[src/rtl/vip_pkg.sv]
// Shared definitions for the VIP morphology frame controller: mode codes,
// FSM encoding, default border width and bit-selection helpers.
package vip_pkg;

    localparam logic [1:0] MODE_BYPASS = 2'd0;
    localparam logic [1:0] MODE_ERODE  = 2'd1;
    localparam logic [1:0] MODE_DILATE = 2'd2;

    localparam int DEF_BORDER = 4;

    typedef enum logic {
        ST_IDLE  = 1'b0,
        ST_FRAME = 1'b1
    } state_t;

    // Reserved mode 3 falls through to the raw bit.
    function automatic logic sel_bit(input logic [1:0] mode, input logic raw, input logic ero,
                                     input logic dil);
        case (mode)
            MODE_ERODE:  return ero;
            MODE_DILATE: return dil;
            default:     return raw;
        endcase
    endfunction

    function automatic logic is_morph(input logic [1:0] mode);
        return (mode == MODE_ERODE) || (mode == MODE_DILATE);
    endfunction

endpackage

[src/rtl/vip_sync_edge.sv]
// Registers one sync line and flags its rising/falling edges on the input cycle.
module vip_sync_edge (
    input  logic clk,
    input  logic rst_n,
    input  logic sig,
    output logic sig_q,
    output logic rise,
    output logic fall
);

    logic armed;

    // A rise is only trusted once the line has been seen low since reset;
    // otherwise a reset in the middle of a pulse would fake an edge.
    always_ff @(posedge clk or negedge rst_n) begin
        if (!rst_n) begin
            sig_q <= 1'b0;
            armed <= 1'b0;
        end else begin
            sig_q <= sig;
            armed <= armed | ~sig;
        end
    end

    assign rise = sig & ~sig_q & armed;
    assign fall = ~sig & sig_q;

endmodule

[src/rtl/vip_morph_frame_ctrl.sv]
// Frame controller for the 9x9 morphology stage: frame-aligned mode commit,
// position tracking, bit selection and border blanking.
// Frame counter and geometry check are built only with MORPH_STATS_EN.
module vip_morph_frame_ctrl
    import vip_pkg::*;
#(
    parameter int IMG_HSIZE = 640,
    parameter int IMG_VSIZE = 480,
    parameter int BORDER    = DEF_BORDER
) (
    input  logic        clk,
    input  logic        rst_n,
    input  logic        cfg_valid,
    input  logic [1:0]  cfg_mode,
    output logic        cfg_ready,
    input  logic        in_frame_vsync,
    input  logic        in_frame_href,
    input  logic        in_frame_clken,
    input  logic        in_raw_bit,
    input  logic        in_ero_bit,
    input  logic        in_dil_bit,
    output logic        post_frame_vsync,
    output logic        post_frame_href,
    output logic        post_frame_clken,
    output logic        post_img_Bit,
    output logic [1:0]  active_mode,
    output logic [15:0] frame_cnt,
    output logic        geom_err
);

    localparam int CW = $clog2(IMG_HSIZE + 1);
    localparam int RW = $clog2(IMG_VSIZE + 1);
    localparam logic [CW-1:0] H_MAX = CW'(IMG_HSIZE);
    localparam logic [CW-1:0] H_LO  = CW'(BORDER);
    localparam logic [CW-1:0] H_HI  = CW'(IMG_HSIZE - BORDER);
    localparam logic [RW-1:0] V_MAX = RW'(IMG_VSIZE);
    localparam logic [RW-1:0] V_LO  = RW'(BORDER);
    localparam logic [RW-1:0] V_HI  = RW'(IMG_VSIZE - BORDER);

    logic          vs_rise, vs_fall, hs_rise, hs_fall;
    state_t        state, state_nxt;
    logic          pending;
    logic [1:0]    pend_mode;
    logic          cfg_acc;
    logic [CW-1:0] col;
    logic [RW-1:0] row;
    logic          in_border, pix;

    vip_sync_edge u_vsync (
        .clk(clk), .rst_n(rst_n), .sig(in_frame_vsync),
        .sig_q(post_frame_vsync), .rise(vs_rise), .fall(vs_fall)
    );

    vip_sync_edge u_href (
        .clk(clk), .rst_n(rst_n), .sig(in_frame_href),
        .sig_q(post_frame_href), .rise(hs_rise), .fall(hs_fall)
    );

    always_ff @(posedge clk or negedge rst_n) begin
        if (!rst_n) state <= ST_IDLE;
        else        state <= state_nxt;
    end

    always_comb begin
        state_nxt = state;
        case (state)
            ST_IDLE:  if (vs_rise) state_nxt = ST_FRAME;
            ST_FRAME: if (vs_fall) state_nxt = ST_IDLE;
            default:  state_nxt = ST_IDLE;
        endcase
    end

    // A write landing on the vsync rise goes straight to the new frame.
    assign cfg_ready = ~pending;
    assign cfg_acc   = cfg_valid & cfg_ready;

    always_ff @(posedge clk or negedge rst_n) begin
        if (!rst_n) begin
            pending     <= 1'b0;
            pend_mode   <= MODE_BYPASS;
            active_mode <= MODE_BYPASS;
        end else if (vs_rise) begin
            pending <= 1'b0;
            if (cfg_acc)      active_mode <= cfg_mode;
            else if (pending) active_mode <= pend_mode;
        end else if (cfg_acc) begin
            pending   <= 1'b1;
            pend_mode <= cfg_mode;
        end
    end

    // col is the index of the pixel on the input this cycle; a line start
    // restarts it even if the previous line end was missed.
    always_ff @(posedge clk or negedge rst_n) begin
        if (!rst_n) begin
            col <= '0;
            row <= '0;
        end else begin
            if (hs_fall)
                col <= '0;
            else if (in_frame_href && in_frame_clken)
                col <= hs_rise ? CW'(1) : ((col == H_MAX) ? col : col + CW'(1));

            if (vs_rise)
                row <= '0;
            else if (hs_fall && row != V_MAX)
                row <= row + RW'(1);
        end
    end

    assign in_border = (col < H_LO) || (col >= H_HI) || (row < V_LO) || (row >= V_HI);
    assign pix = sel_bit(active_mode, in_raw_bit, in_ero_bit, in_dil_bit)
               & ~(is_morph(active_mode) & in_border);

    always_ff @(posedge clk or negedge rst_n) begin
        if (!rst_n) begin
            post_frame_clken <= 1'b0;
            post_img_Bit     <= 1'b0;
        end else begin
            post_frame_clken <= in_frame_clken;
            post_img_Bit     <= (state == ST_FRAME) & in_frame_href & pix;
        end
    end

`ifdef MORPH_STATS_EN
    logic        line_bad;
    logic [15:0] fcnt;
    logic        gerr;

    always_ff @(posedge clk or negedge rst_n) begin
        if (!rst_n) begin
            line_bad <= 1'b0;
            fcnt     <= '0;
            gerr     <= 1'b0;
        end else begin
            if (vs_rise)
                line_bad <= 1'b0;
            else if (hs_fall && state == ST_FRAME && col != H_MAX)
                line_bad <= 1'b1;

            // Frames interrupted by reset never reach FRAME and are not counted.
            if (vs_fall && state == ST_FRAME) begin
                fcnt <= fcnt + 16'd1;
                if (row != V_MAX || line_bad) gerr <= 1'b1;
            end
        end
    end

    assign frame_cnt = fcnt;
    assign geom_err  = gerr;
`else
    assign frame_cnt = '0;
    assign geom_err  = 1'b0;
`endif

endmodule

[config.mk]
export PLATFORM = sky130hd
export DESIGN_NAME = vip_morph_frame_ctrl
export DESIGN_NICKNAME = d
export VERILOG_FILES = /design/src/rtl/vip_pkg.sv /design/src/rtl/vip_sync_edge.sv /design/src/rtl/vip_morph_frame_ctrl.sv
export SDC_FILE = /design/constraint.sdc
export NUM_CORES = 1
export LEC_CHECK = 0
export ABC_AREA = 1
export CAP_MARGIN = 20
export CORE_ASPECT_RATIO = 0.9
export CORE_MARGIN = 8
export CORE_UTILIZATION = 40
export DETAILED_ROUTE_END_ITERATION = 10
export GPL_TIMING_DRIVEN = 0
export PLACE_DENSITY = 0.67
export SYNTH_ARGS = -nofsm -noshare
export SYNTH_HDL_FRONTEND = slang
export SYNTH_SLANG_ARGS = --single-unit
[constraint.sdc]
create_clock -name clk -period 3.9 [get_ports clk]
set_input_delay 0.78 -clock clk [delete_from_list [all_inputs] [get_ports clk]]
set_output_delay 0.78 -clock clk [all_outputs]
set_load 0.01 [all_outputs]
; ---- Word level (Yosys, flattened, before mapping)
; Index checks and enable logic that the tools add are counted.
[word_totals]
register_bits = 31
inputBits = 11
out_inout_bits = 24
wordCells = 71
[op_classes]
n_addsub = 2
order_cmp = 4
n_eq_ne = 5
n_mux = 14
n_bitwise = 21
reduce_logical = 13
[ops]
columns = operator, count
row1 = two-way mux 10 bit, 4
row2 = two-way mux 9 bit, 2
row3 = bitwise AND 1 bit, 11
row4 = adder 10 x 1 -> 10 bit (second input constant), 1
row5 = equality test 10 bit (second input constant), 1
row6 = >= comparator 10 bit (second input constant), 1
row7 = < comparator 10 x 3 -> 1 bit (second input constant), 1
row8 = adder 9 x 1 -> 9 bit (second input constant), 1
row9 = >= comparator 9 bit (second input constant), 1
row10 = < comparator 9 x 3 -> 1 bit (second input constant), 1
row11 = != test 9 bit (second input constant), 1
row12 = inverter 1 bit, 8
row13 = nonzero test 2 bit, 4
row14 = AND reduction 2 bit, 3
row15 = logical OR 1 bit, 4
row16 = two-way mux 1 bit, 4
row17 = two-way mux 2 bit, 2
row18 = case mux 1 bit (2 select lines), 2
row19 = != test 3 bit (second input constant), 1
row20 = equality test 2 x 1 -> 1 bit (second input constant), 1
row21 = equality test 2 bit (second input constant), 1
row22 = logical AND 1 bit, 2
row23 = bitwise OR 1 bit, 2

; ---- Depth between registers and ports, before layout
[depth]
depth_word = 8
depth_mapped = 10
mapped_depth_nobuf = 10

; ---- Hierarchy
; A second synthesis with hierarchy kept.
[hier_totals]
cells_unflattened = 279
hier_area_um2 = 2045.7
[modules_own_cells]
columns = module, n_inst, cells_per_inst, area_each_um2, seq_area_each_um2
row1 = vip_morph_frame_ctrl, 1, 263, 1900.6, 675.6
row2 = vip_sync_edge, 2, 8, 72.6, 50.0

; ---- Worst setup path after synthesis
; Ideal clock, no wire load.
[synth_timing]
path_type = input-to-reg
start = input in_frame_href
end = register col[2]
setup_ps = 74
t_arrival_ps = 1490
required_ps = 3826
slack_ps = 2336
stages = 9
n_path_buf = 1
cell_sequence = inv_2 nand2_8 inv_4 nor2_2 nand3_2 nand2_4 buf_8 nand2_1 o21ai_2
[synth_via]
elab_chain_len = 5
elab_cells_between_ends = 11
cone_classes = eq/ne (1) / mux (3) / bitwise (4) / reduce/logical (3)
[synth_lines]
columns = element, line_no
row1 = "start, declared", vip_morph_frame_ctrl.sv:17  ; input logic in_frame_href,
row2 = bitwise AND 1 bit (2 in series), vip_sync_edge.sv:25  ; assign rise = sig & ~sig_q & armed;
row3 = two-way mux 10 bit, vip_morph_frame_ctrl.sv:102  ; col <= hs_rise ? CW'(1) : ((col == H_MAX) ? col : col + CW'(1));
row4 = two-way mux 10 bit, vip_morph_frame_ctrl.sv:101  ; else if (in_frame_href && in_frame_clken)
row5 = two-way mux 10 bit, vip_morph_frame_ctrl.sv:99  ; if (hs_fall)
row6 = "end signal, assigned", vip_morph_frame_ctrl.sv:102
row7 = "end, declared", vip_morph_frame_ctrl.sv:45  ; logic [CW-1:0] col;
; Several ways; a longest one is shown, not always the timed one. The select of a mux whose other input is x is not followed.
; A chain may end at the register's enable or synchronous reset.

; ---- Worst setup path after layout
[layout_timing]
start = register u_href.sig_q
end = output post_frame_href
[layout_rtl]
columns = element, line_no
row1 = "start, declared", vip_sync_edge.sv:6  ; output logic sig_q,
row2 = "start signal, assigned", vip_sync_edge.sv:20  ; sig_q <= sig;
row3 = "end, declared", vip_morph_frame_ctrl.sv:23  ; output logic post_frame_href,
; No word-level cell between the ends.

==> out/summary.txt <==
Status: finished clean
Vias in the first global route: 1713
Clock Tree Buf Depth: 2
Synth Warn #: 0
Skew-Pair Late Insertion Delay: 290 ps
Share of the synthesized area in the top cell type: 39.17%
CTS tree: built
Clock Sinks: 31
DRT iter0 DRCs: 62
Required time of the critical path: 3120 ps
Core ar.: 0.004805 mm²
Remaining DRCs: 0
FMAX: 472.0 MHz
Antenna cell count: 0
PortBufs: 17
Synth-to-Final Area Change: 21.42%
Post-synth top area cell: dfrtp_1
Drt pass-1 iters: 4
Drt total wl: 4186 µm
GRT Overall Usage: 12.07%
CTS Hold Buffers Added: 0
Post-Synthesis Cells: 270
Setup TNS: 0 ps
Unique masters post-synth: 28
Final Cycle Share: 54.32%
CP max FO: 3
Clock root cell: clkbuf_8
Initial antenna violation count: 0
Commonest non-fill, non-tap cells in the layout: nand2_1, inv_1, dfrtp_1, nor2_1, nand3_1
Final Util: 50.05%
Worst path max stage delay: 590 ps
Final Hold Viols: 0
Static Leak: 1.214 nW
Largest net degree at the start of global routing: 32
Cell family with most CP delay: buffers and inverters
Slew HR: 52.44%
Worst slew pin tran: 713.4 ps
Worst-path clk slew: 70 ps
Post-Syn Area per Cell: 7.336 µm²
Vias/cell: 4.481
#FFs+latches synth: 31
GR Util met1: 13.50%
Number of setup buffers added after CTS: 0
Met2 Use GR: 21.51%
Max-cap violations: 0
WS Path Type: flop to primary output
Tmin final: 2119 ps
DR vias: 1685
Hold Crit Class: flop to flop
Register area: 775.7 µm²
Multi-input gate area: 974.7 µm²
Share of layout cells above drive strength 1: 13.50%
Grt ovf: 0
CP endpoint kind: primary output
Synth Cell Area: 0.001981 mm²
Dpl hpwl: 3113 µm
CTS H-tree depth: 2
Nets@finish: 327
Peak supply drop: 236.3 µV
GPL Wtd Cong: 0.8510
Startpoint types: flop
Seq/Total Area, Yosys: 39.17%
Met3 GRT Util: 3.613%
Die span in y: 82.76 µm
Initial Utilization: 41.22%
CTS Buf Count: 5
# setup viols final: 0
GRT Max-Usage Layer: met2
RSZ-0062 raised after global routing: no
Final slew viol count: 0
Most common cell after layout, fill and taps aside: nand2_1
PD cells: 363.2 mW/mm²
Fin Hold WS: 470.2 ps
Fillers: 466
Die area: 0.007462 mm²
First-pass GRT wire length: 7417 µm
Worst path buffer plus inverter count: 1
Synth area leaders: dfrtp_1, nand2_1, buf_4, inv_1, nand3_1
CP Cell Sequence: clkdlybuf4s50_1
WL/cell: 11.13 µm
Worst endpoint data arrival time: 1340 ps
Row cnt: 24
I/O Pins: 35
Slowest CP cell: clkdlybuf4s50_1
Setup Skew: 5.043 ps
Antenna Nets Post-Route: 0
Post-cts resize count: 0
Die X: 90.18 µm
-- cells in the mapped netlist --
library cell	instances
nand2_4	1
o21ai_0	19
buf_2	2
nand3b_1	1
nand3_2	1
nand2_1	77
inv_1	33
inv_4	1
xor2_1	1
o21ai_2	3
nand3_1	20
xnor2_1	2
o21bai_1	2
nor2_1	24
buf_8	1
a21oi_1	3
inv_2	2
nor2_2	1
o211ai_1	3
nand4_1	10
o21ai_1	2
conb_1	1
buf_4	17
nand2_8	1
or2_2	3
dfrtp_1	31
ha_1	6
nor3_1	2
-- sequential cells by signal, summed over array words and instances (netlist names) --
register and count:
pending 1, row 9, u_vsync.armed 1, active_mode 2
post_frame_clken 1, u_href.sig_q 1, u_vsync.sig_q 1, u_href.armed 1
state 1, col 10, pend_mode 2, post_img_Bit 1
-- path summary, 6_finish.rpt --
path                               startpoint              end  depth (start not counted)  slack [ps]
worst max-delay path             u_href.sig_q  post_frame_href                          1        1780
worst min-delay path            u_vsync.armed    u_vsync.armed                          2         470
worst max register to register         col[0]           col[6]                          9        2440
worst min register to register  u_vsync.armed    u_vsync.armed                          2         470
max in group asynchronous               rst_n           col[5]                          1        2900
min in group asynchronous               rst_n           col[3]                          1         540
-- layout make-up --
type | instances | share of cell area [%]
Buffer | 20 | 6.348
Clock buffer | 6 | 3.434
Clock inverter | 2 | 1.457
Inverter | 36 | 5.723
Multi-Input combinational cell | 199 | 40.53
Sequential cell | 31 | 32.26
Tap cell | 65 | 3.382
Timing Repair Buffer | 17 | 6.868
-- layer usage --
metal	vias up	wire length, µm
li1	909	-
met1	745	1906
met2	23	2059
met3	8	172
met4	0	48
met5	-	0
-- power breakdown --
part	leakage, nW	total, W	switching, W	internal, W
Sequential	0.399	0.000372	0.0000241	0.000348
Clock	0.0612	0.000336	0.000129	0.000207
Combinational	0.754	0.000166	0.0000909	0.0000747
-- per-stage QoR --
step | area [µm²] | worst slack, ps | power, W | std cells
2_1_floorplan | 2041 | 2336 | 0.0004846 | 286
3_3_place_gp | 2292 | 1421 | 0.0005422 | 368
3_5_place_dp | 2287 | 1515 | 0.0005455 | 368
4_1_cts | 2405 | 1760 | 0.0008889 | 376
5_1_grt | 2405 | 1708 | 0.0009273 | 376
6_report | 2405 | 1781 | 0.0008733 | 376
-- cells by family (layout without fill, tap and decap cells) --
logic type	after synthesis	count (layout)	synth area share [%]
AOI/OAI and AO/OA	32	32	9.286
xor gates and xnor gates	3	3	1.327
adders and majority gates	6	6	3.790
buffers and inverters	56	81	14.66
DFF	31	31	39.17
other	1	17	0.1893
and+or+nand+nor	141	141	31.59
No activity file was read; power rests on OpenSTA's default activity.
